===== src/rtl/regfile_wb_arbiter.sv =====
// Register-file write-port owner: merges in-order pipeline writebacks with buffered
// long-latency results, and tracks pending destinations of in-flight long ops.
module regfile_wb_arbiter #(
  parameter int unsigned DATA_W     = 32,
  parameter int unsigned ADDR_W     = 5,
  parameter int unsigned FIFO_DEPTH = 4,
  parameter int unsigned STARVE_LIM = 4
) (
  input  logic              i_clk,
  input  logic              i_rst_n,
  input  logic              i_p_valid,
  input  logic [ADDR_W-1:0] i_p_addr,
  input  logic [DATA_W-1:0] i_p_data,
  output logic              o_p_ready,
  input  logic              i_l_valid,
  input  logic [ADDR_W-1:0] i_l_addr,
  input  logic [DATA_W-1:0] i_l_data,
  output logic              o_l_ready,
  input  logic              i_iss_valid,
  input  logic [ADDR_W-1:0] i_iss_addr,
  input  logic [ADDR_W-1:0] i_chk_addr1,
  input  logic [ADDR_W-1:0] i_chk_addr2,
  output logic              o_busy1,
  output logic              o_busy2,
  output logic              o_we,
  output logic [ADDR_W-1:0] o_waddr,
  output logic [DATA_W-1:0] o_wdata
);

  localparam int unsigned PTR_W = (FIFO_DEPTH > 1) ? $clog2(FIFO_DEPTH) : 1;
  localparam int unsigned CNT_W = $clog2(FIFO_DEPTH + 1);
  localparam int unsigned ST_W  = $clog2(STARVE_LIM + 1);
  localparam int unsigned NREG  = 2 ** ADDR_W;

  logic [ADDR_W-1:0] r_fifo_addr [FIFO_DEPTH];
  logic [DATA_W-1:0] r_fifo_data [FIFO_DEPTH];
  logic [PTR_W-1:0]  r_wptr, r_rptr;
  logic [CNT_W-1:0]  r_count;
  logic [ST_W-1:0]   r_starve;
  logic [NREG-1:0]   r_pending;
  logic              r_we;
  logic [ADDR_W-1:0] r_waddr;
  logic [DATA_W-1:0] r_wdata;

  logic              w_empty, w_full, w_force, w_p_win, w_l_win, w_push, w_write;
  logic [ADDR_W-1:0] w_head_addr, w_win_addr;
  logic [DATA_W-1:0] w_head_data, w_win_data;
  logic [CNT_W-1:0]  w_count_d;
  logic [ST_W-1:0]   w_starve_d;
  logic [NREG-1:0]   w_pending_d;

  assign w_empty     = (r_count == '0);
  assign w_full      = (r_count == CNT_W'(FIFO_DEPTH));
  assign w_force     = !w_empty && (r_starve == ST_W'(STARVE_LIM));
  assign w_p_win     = i_p_valid && !w_force;
  assign w_l_win     = !w_p_win && !w_empty;
  assign w_push      = i_l_valid && !w_full;
  assign w_head_addr = r_fifo_addr[r_rptr];
  assign w_head_data = r_fifo_data[r_rptr];
  assign w_win_addr  = w_p_win ? i_p_addr : w_head_addr;
  assign w_win_data  = w_p_win ? i_p_data : w_head_data;
  assign w_write     = (w_p_win || w_l_win) && (w_win_addr != '0);

  assign o_p_ready = w_p_win;
  assign o_l_ready = !w_full;
  assign o_busy1   = r_pending[i_chk_addr1];
  assign o_busy2   = r_pending[i_chk_addr2];
  assign o_we      = r_we;
  assign o_waddr   = r_waddr;
  assign o_wdata   = r_wdata;

  always_comb begin
    w_count_d = r_count;
    unique case ({w_push, w_l_win})
      2'b10:   w_count_d = r_count + CNT_W'(1);
      2'b01:   w_count_d = r_count - CNT_W'(1);
      default: w_count_d = r_count;
    endcase
  end

  // A P win with a non-empty FIFO implies no FORCE, so the counter is below the limit here.
  always_comb begin
    w_starve_d = '0;
    if (w_p_win && !w_empty) begin
      w_starve_d = r_starve + ST_W'(1);
    end
  end

  // Clear before set so a same-cycle issue to the retiring register keeps it pending.
  always_comb begin
    w_pending_d = r_pending;
    if (w_l_win) begin
      w_pending_d[w_head_addr] = 1'b0;
    end
    if (i_iss_valid) begin
      w_pending_d[i_iss_addr] = 1'b1;
    end
    w_pending_d[0] = 1'b0;
  end

  always_ff @(posedge i_clk) begin
    if (w_push) begin
      r_fifo_addr[r_wptr] <= i_l_addr;
      r_fifo_data[r_wptr] <= i_l_data;
    end
  end

  always_ff @(posedge i_clk or negedge i_rst_n) begin
    if (!i_rst_n) begin
      r_wptr    <= '0;
      r_rptr    <= '0;
      r_count   <= '0;
      r_starve  <= '0;
      r_pending <= '0;
      r_we      <= 1'b0;
      r_waddr   <= '0;
      r_wdata   <= '0;
    end else begin
      if (w_push) begin
        r_wptr <= r_wptr + PTR_W'(1);
      end
      if (w_l_win) begin
        r_rptr <= r_rptr + PTR_W'(1);
      end
      r_count   <= w_count_d;
      r_starve  <= w_starve_d;
      r_pending <= w_pending_d;
      r_we      <= w_write;
      if (w_write) begin
        r_waddr <= w_win_addr;
        r_wdata <= w_win_data;
      end
    end
  end

endmodule


===== config.mk =====
export PLATFORM = sky130hd
export DESIGN_NAME = regfile_wb_arbiter
export DESIGN_NICKNAME = d
export VERILOG_FILES = /design/src/rtl/regfile_wb_arbiter.sv
export SDC_FILE = /design/constraint.sdc
export NUM_CORES = 1
export LEC_CHECK = 0
export CORE_AREA = 5 5 195 159
export DETAILED_ROUTE_END_ITERATION = 16
export DIE_AREA = 0 0 200 164
export GPL_ROUTABILITY_DRIVEN = 0
export PLACE_DENSITY_LB_ADDON = 0.08
export SLEW_MARGIN = 20
export SYNTH_ARGS = -nofsm -noshare
export SYNTH_HDL_FRONTEND = slang
export SYNTH_SLANG_ARGS = --single-unit

===== constraint.sdc =====
create_clock -name i_clk -period 6.05 [get_ports i_clk]
set_clock_uncertainty 0.1 [all_clocks]
set_input_delay 0.605 -clock i_clk [delete_from_list [all_inputs] [get_ports i_clk]]
set_output_delay 0.605 -clock i_clk [all_outputs]
set_load 0.05 [all_outputs]

---- After elaboration in Yosys (flattened, before gate mapping) ----
Memories as Yosys holds them, arrays and structs flattened.
Index checks and enable logic that the tools add are counted.
word-level totals
  register bits ........................... 79
  bits in writable memories ............... 148
  output and inout bits ................... 42
  input bits .............................. 94
  memories kept ........................... 2
memory list
  name         depth  bits a word  read ports  clocked after Yosys merged registers in  write ports  RTL line  RTL
  r_fifo_data  4      32           1           0                                        1            36        logic [DATA_W-1:0] r_fifo_data [FIFO_DEPTH];
  r_fifo_addr  4      5            1           0                                        1            35        logic [ADDR_W-1:0] r_fifo_addr [FIFO_DEPTH];
cells by class
  $lt $le $gt $ge ......................... 6
  reductions and logical operators ........ 16
  bitwise operators ....................... 3
  add/sub/neg operators ................... 5
  equal/unequal tests ..................... 4
  multiplexer cells ....................... 16
operators with widths
  kind                                                                                  number
  32-bit two-way mux                                                                    3
  32-bit AND                                                                            1
  32-bit inverter                                                                       1
  32-bit OR                                                                             1
  5-bit by 6-bit < comparator with 1-bit output (second input constant)                 4
  1-bit binary-select mux with 5-bit select                                             2
  1-bit demux with 5-bit select                                                         2
  5-bit by 1-bit greater-or-equal comparator with 1-bit output (second input constant)  2
  1-bit logical AND                                                                     8
  3-bit by 1-bit adder with 3-bit output (second input constant)                        2
  3-bit equality test (second input constant)                                           2
  1-bit two-way mux                                                                     6
  3-bit one-hot mux with 2 select lines                                                 1
  5-bit two-way mux                                                                     1
  5-bit nonzero test                                                                    1
  2-bit by 1-bit adder with 2-bit output (second input constant)                        2
  1-bit logical NOT                                                                     4
  3-bit logical NOT                                                                     1
  3-bit two-way mux                                                                     1
  3-bit by 1-bit subtractor with 3-bit output (second input constant)                   1
  2-bit by 1-bit equality test with 1-bit output (second input constant)                1
  2-bit equality test (second input constant)                                           1
  2-bit nonzero test                                                                    1
  1-bit logical OR                                                                      1

---- Depth between registers and ports, before layout ----
Gate-level depths: netlist (run 1).
  depth after elaboration ................. 10
  depth in mapped cells ................... 9
  depth with buffers taken out ............ 9

---- Worst setup path before layout (run 1) ----
Ideal clock, no wire load.
  path type ............................... input -> output
  from .................................... in i_chk_addr1[1]
  to ...................................... out o_busy1
  data required time ...................... 5345 ps
  setup slack ............................. 2993 ps
  cell stages on the path ................. 4
  data arrival time ....................... 2352 ps
  cell sequence ........................... clkbuf_1 mux4_2 mux4_2 mux2_2
on the way
  word-level cells in the longest chain between the ends .. 2
RTL lines
  item                                       RTL line  RTL
  start: declaration                         21        input logic [ADDR_W-1:0] i_chk_addr1,
  1-bit binary-select mux with 5-bit select  66        assign o_busy1 = r_pending[i_chk_addr1];
  1-bit two-way mux (not written as such)    66
  end: declaration                           23        output logic o_busy1,
No other way between the ends. The select of a mux whose other input is x is not followed.

---- Worst setup path in the final report (run 1) ----
  from .................................... reg r_count[0]
  to ...................................... out o_p_ready
on the way
  word-level cells in the longest chain between the ends .. 5
RTL lines
  item                      RTL line  RTL
  start: declaration        38        logic [CNT_W-1:0] r_count;
  start signal: assignment  125       r_count <= w_count_d;
  3-bit logical NOT         52        assign w_empty = (r_count == '0);
  1-bit logical NOT         54        assign w_force = !w_empty && (r_starve == ST_W'(STARVE_LIM));
  1-bit logical AND         54
  1-bit logical NOT         55        assign w_p_win = i_p_valid && !w_force;
  1-bit logical AND         55
  end: declaration          14        output logic o_p_ready,
No other way between the ends.

==> key figures, run 1 <==
Status
  • Status: finished, final reports clean

Routing
  • Antenna viol nets, final: 0
  • First drt pass iteration count: 4
  • Vias per cell: between 5 and 6
  • Wire length per cell: between 20 and 25 um
  • Number of remaining DRC errors: 0
  • Vias: approximately 5.5k
  • Detailed Route WL: roughly 24,000 um
  • DRT iter0 DRCs: approximately 220

Critical path
  • Worst R2R Start: r_count[0]$_DFFE_PN0P_
  • Critical Path RT: about 5.3 ns
  • CP startpoint kind: flop
  • Crit. Startpoint: r_count[0]$_DFFE_PN0P_
  • Critical path arrival: 3.52 ns
  • Worst-path fanout max: 22
  • Critical Path End Type: output port
  • Kind of critical path: reg2out

Clocking
  • Clock root cell: clkbuf_16
  • CTS sink count: ~230
  • CTS clk-pin slew, worst paths: 0.06 ns
  • CTS resizes: 0
  • TritonCTS Buffers: 26
  • CTS tree: built
  • Clk Latency, worst-skew pair: between 0.5 and 0.6 ns
  • CTS max path bufs: 3
  • CTS H-tree lvls: 1
  • Setup repair bufs after CTS: 0
  • Hold buffer count at cts: 1

Pwr
  • Final Total Pwr: 6382 uW
  • Worst VDD drop: a little over 0.3 mV
  • Leakage: approximately 0.0044 uW
  • PD cells: slightly above 500 nW/um^2

Yosys
  • Syn_area_per_cell: about 18 sq um
  • Leading area contributor after synthesis: edfxtp_1
  • Synth Register Bits: 227
  • Post-synth EDFFs: between 100 and 150
  • Post-synth cell types: 39
  • Cells after synthesis: 529
  • List of most frequent post-synthesis cells: edfxtp_1 (148), dfrtp_1 (79), o21ai_0 (66)
  • Most frequent cell after synthesis: edfxtp_1
  • Mapped Nets: 631
  • Post-Syn Area: 9642 sq um
  • Post-synth top area share: 46.09%
  • Main synth FF type: edfxtp_1
  • Ys async rst share: about a third
  • Warnings from Yosys: 0
  • Synth top area cells: edfxtp_1 (46%), dfrtp_1 (21%), mux4_2 (13%)
  • Seq/Total Area, Yosys: 66.60%

Floorplanning
  • Core Rows: 56
  • Die height: approximately 160 um
  • Starting Density: around a third
  • Area of the die: between 30,000 and 40,000 sq um
  • Die X: ~200 um
  • Core Footprint: roughly 29,000 sq um
  • Io pins: roughly 140

Global route
  • Vias in the first global route: a little over 6k
  • Initial antenna violation count: 3
  • GRT overflow: 0
  • Gr usage total: 14.62%
  • Largest net degree at the start of global routing: between 70 and 80
  • First-pass GRT wire length: between 30,000 and 40,000 um

Timing
  • Worst-Margin Slew: roughly 0.84 ns
  • Final max-slew violation count: 0
  • Post-layout min period: approximately 4.2 ns
  • Setup TNS: 0 ns
  • Final Hold Fails: 0
  • Slew margin rel.: between 40% and 50%
  • Final period utilization: a little over two thirds
  • Maximum clock frequency: about 0.24 GHz
  • Setup violators final: 0
  • RSZ-0062 raised after global routing: no
  • Worst hold slack: ~0.36 ns

Place
  • Placed Cells: 1,029
  • PortBufs: roughly 140
  • Detail Placement HPWL: between 15,000 and 20,000 um
  • Placed inst area: 11,430 sq um

Final layout
  • Design area: ~12,000 sq um
  • Area grow syn2layout: 28.47%
  • Final cell count without fillers: approximately 1.1k
  • Share of post-route cells with drive strength above 1: ~28%
  • Layout Nets: a little under 800

Worst hold path
  • HP Class: in2async

Flow run
  • Max cap viols: 0
-- critical path, stage by stage (launching register included) --
cell and delay (ns):
dfrtp_1 0.46, o311ai_1 0.64, nand2_2 0.54, buf_4 0.42
inv_1 0.13, clkdlybuf4s50_1 0.81
-- layout make-up --
| class | count | area (sq um) |
|---|---|---|
| inverters | 7 | 26.28 |
| clock buffers | 28 | 679.4 |
| diodes | 1 | 2.502 |
| repair buffers | 144 | 1423 |
| flip-flops and latches | 227 | 6429 |
| well taps | 377 | 471.7 |
| clock inverters | 20 | 256.5 |
| multi-input cells | 275 | 3099 |
| fillers | 2576 | 16480 |
-- layout by cell type (no fill, tap or decap), types with 3 or more instances in the layout --
master           instances
nand3b_1                 8
clkinv_2                 5
nor2_1                   8
bufinv_16                6
xnor2_1                  5
ha_1                     7
mux2_2                  47
clkdlybuf4s50_1        134
nor3_1                   3
nand3_1                  5
nand2_1                 13
o21ai_0                 66
clkinv_1                 5
buf_4                    8
dfrtp_1                 77
edfxtp_1               148
mux4_2                  54
and3_2                   4
clkbuf_16               27
inv_1                    7
or3b_2                   3
mux2_4                  28
-- logic make-up (layout without fill, tap and decap cells) --
kind of cell             after synthesis  after routing  share of synthesized area, %
adder cells (fa/ha/maj)                8              8                         1.116
multiplexers                         132            132                         22.94
buffers and inverters                 27            199                         1.337
AO/OA/AOI/OAI                         75             75                         4.334
flip-flops                           227            227                         66.60
other                                  0              1                             0
AND/OR/NAND/NOR                       53             53                         3.037
XOR/XNOR                               7              7                        0.6359
-- layer usage --
metal	global-route usage, %	vias up	part of all wire [%]
li1	-	2422	-
met1	19.28	2846	43
met2	24.63	147	50
met3	3.445	42	5.3
met4	3.488	4	2.1
met5	0	-	0.093
-- flip-flops by register name, indices dropped and copies added, names as in the netlist --
register     cells
o_waddr          5
o_wdata         32
o_we             1
r_count          3
r_fifo_addr     20
r_fifo_data    128
r_pending       31
r_rptr           2
r_starve         3
r_wptr           2
-- power breakdown --
| part | switching (uW) | internal, uW | leakage, uW |
|---|---|---|---|
| logic | 1160 | 1010 | 0.00170 |
| registers | 391 | 2140 | 0.00229 |
| clock network | 620 | 1070 | 0.000455 |
| total | 2170 | 4210 | 0.00445 |
-- through the flow --
stage | utilization, % | setup slack (ns)
floorplan | - | 2.993
global placement | 39.60 | 1.958
detailed placement | 39.60 | 1.890
CTS | 42.88 | 1.695
global route | 42.91 | 1.563
finish | 42.91 | 1.822
-- worst paths after layout --
kind	endpoint	slack [ns]	depth (start not counted)
max in group asynchronous	r_rptr[1]$_DFFE_PN0N_	4.52	3
setup / recovery	o_p_ready	1.82	5
setup reg to reg	o_waddr[3]$_DFFE_PN0P_	2.39	7
hold / removal	r_pending[15]$_DFF_PN0_	0.36	2
min in group i_clk	r_starve[0]$_DFF_PN0_	0.37	1
hold reg to reg	r_starve[0]$_DFF_PN0_	0.37	1
Power figures use the tool's default switching activity.
==> inputs of run 2 (changes only) <==
Clock period 6.05 ns to 4.3 ns, I/O delays scaled along.
==> key figures, run 2 (synthesized netlist as in run 1, its figures left out) <==
Timing
  • Final max-slew violation count: 0
  • Setup TNS: 0 ns
  • Setup violators final: 0
  • RSZ-0062 raised after global routing: no
  • Final Hold Fails: 0
  • Slew margin rel.: 34.49%
  • Worst-Margin Slew: about 0.98 ns
  • Maximum clock frequency: about 0.26 GHz
  • Post-layout min period: 3.808 ns
  • Final period utilization: roughly 89%

Worst hold path
  • Hold Path Origin: r_starve[0]$_DFF_PN0_
  • HP Class: reg2reg

Flow run
  • Max cap viols: 0

Critical path
  • Critical path arrival: between 3 and 4 ns
  • WP buf/inv: 2
  • Worst-path fanout max: 9
  • Critical Path End Type: output port
  • Crit. Startpoint: i_chk_addr1[1]
  • Critical Path RT: 3.77 ns
  • Kind of critical path: in2out
  • Critical-path cell list: clkdlybuf4s50_1 > mux4_2 > mux4_2 > mux2_2 > clkdlybuf4s50_1
  • Worst R2R Start: r_count[0]$_DFFE_PN0P_
  • Worst path slowest cell: clkdlybuf4s50_1
  • CP startpoint kind: primary input
  • Largest stage delay, worst path: about 0.79 ns
  • Worst path top cell family by delay: buffers and inverters

Pwr
  • Leakage: 0.004420 uW
  • Worst VDD drop: approximately 0.33 mV
  • PD cells: slightly above 700 nW/um^2

Routing
  • Number of remaining DRC errors: 0
  • First drt pass iteration count: 4
  • Vias per cell: roughly 5.0
  • Wire length per cell: around 21 um
  • DRT iter0 DRCs: 245
  • Antenna viol nets, final: 0
  • Vias: ~5.4k
  • Detailed Route WL: ~23,000 um

Floorplanning
  • Core Footprint: between 20,000 and 30,000 sq um
  • Starting Density: between 30% and 40%
  • Io pins: around 140
  • Area of the die: 32,800 sq um
  • Die X: approximately 200 um
  • Core Rows: 56
  • Die height: roughly 160 um

Final layout
  • Share of post-route cells with drive strength above 1: between 20 and 30%
  • Fillers: ~2.6k
  • Design area: 12,310 sq um
  • Max FFs per register: around 130
  • Largest reg by FF count: r_fifo_data
  • Layout Nets: around 780
  • Most frequent cells in the layout: edfxtp_1 (148), clkdlybuf4s50_1 (134), dfrtp_1 (77)
  • Most common cell after layout, fill and taps aside: edfxtp_1
  • Area grow syn2layout: 27.63%

Clocking
  • CTS clk-pin slew, worst paths: approximately 0.06 ns
  • Setup repair bufs after CTS: 0
  • CTS tree: built
  • CTS sink count: between 200 and 250
  • Clock root cell: clkbuf_16
  • Clk Latency, worst-skew pair: 0.52 ns
  • Hold buffer count at cts: 1
  • CTS max path bufs: 3
  • CTS H-tree lvls: 1
  • CTS resizes: 0
  • TritonCTS Buffers: 25

Global route
  • GRT overflow: 0
  • Gr usage total: ~14%
  • First-pass GRT wire length: about 36,000 um
  • Largest net degree at the start of global routing: between 40 and 50
  • Initial antenna violation count: 2
  • Vias in the first global route: ~6k

Place
  • Placed inst area: between 10,000 and 15,000 sq um
  • PortBufs: 135
  • Detail Placement HPWL: about 15,000 um

Status
  • Status: finished, final reports clean
run 2: cell count changes in the layout (fill, tap and decap cells not counted), sizes merged:
cell,previous run,this run
buf,9,10
bufinv,6,4
clkbuf,28,30
clkinv,12,10
clkinvlp,2,1
inv,7,8
run 2: worst paths after layout:
kind / endpoint / slack [ns] / depth (start not counted)
min in group asynchronous: o_waddr[4]$_DFFE_PN0P_ / 0.39 / 2
min: r_starve[0]$_DFF_PN0_ / 0.36 / 1
min reg2reg: r_starve[0]$_DFF_PN0_ / 0.36 / 1
max: o_busy1 / 0.49 / 5
max reg2reg: o_wdata[0]$_DFFE_PN0P_ / 0.94 / 6
max in group asynchronous: o_wdata[14]$_DFFE_PN0P_ / 2.74 / 3
run 2: layout make-up:
cell class / count / area [sq um] / area share [%]
multi-input cells: 275 / 3099 / 25.19
flip-flops and latches: 227 / 6426 / 52.22
inverters: 7 / 26.28 / 0.2135
clock inverters: 16 / 188.9 / 1.535
diodes: 1 / 2.502 / 0.02034
repair buffers: 145 / 1426 / 11.59
well taps: 377 / 471.7 / 3.833
clock buffers: 30 / 664.4 / 5.399
run 2: per-layer routing:
layer | vias to the layer above | routed length [um] | GRT usage, %
met5 | - | 25 | 0
met4 | 4 | 359 | 2.901
met3 | 26 | 1282 | 3.466
met2 | 113 | 11110 | 23.29
met1 | 2808 | 10360 | 19.69
li1 | 2415 | - | -
run 2: where the power goes:
part           switching (uW)  internal [uW]
clock network             859           1340
registers                 426           3010
logic                    1720           1430
total                    3010           5780
run 2: per-stage QoR:
step	total power, uW	worst slack, ns	hold WS (ns)	utilization (%)	cells
after floorplan	5563	1.593	0.03441	-	529
after global placement	6615	0.5553	0.3549	39.63	1030
after detailed placement	6693	0.4660	0.3639	39.63	1030
after CTS	8942	0.4560	0.3715	42.62	1077
after global routing	9282	0.3441	0.3985	42.62	1077
final	8792	0.4924	0.3646	42.63	1078
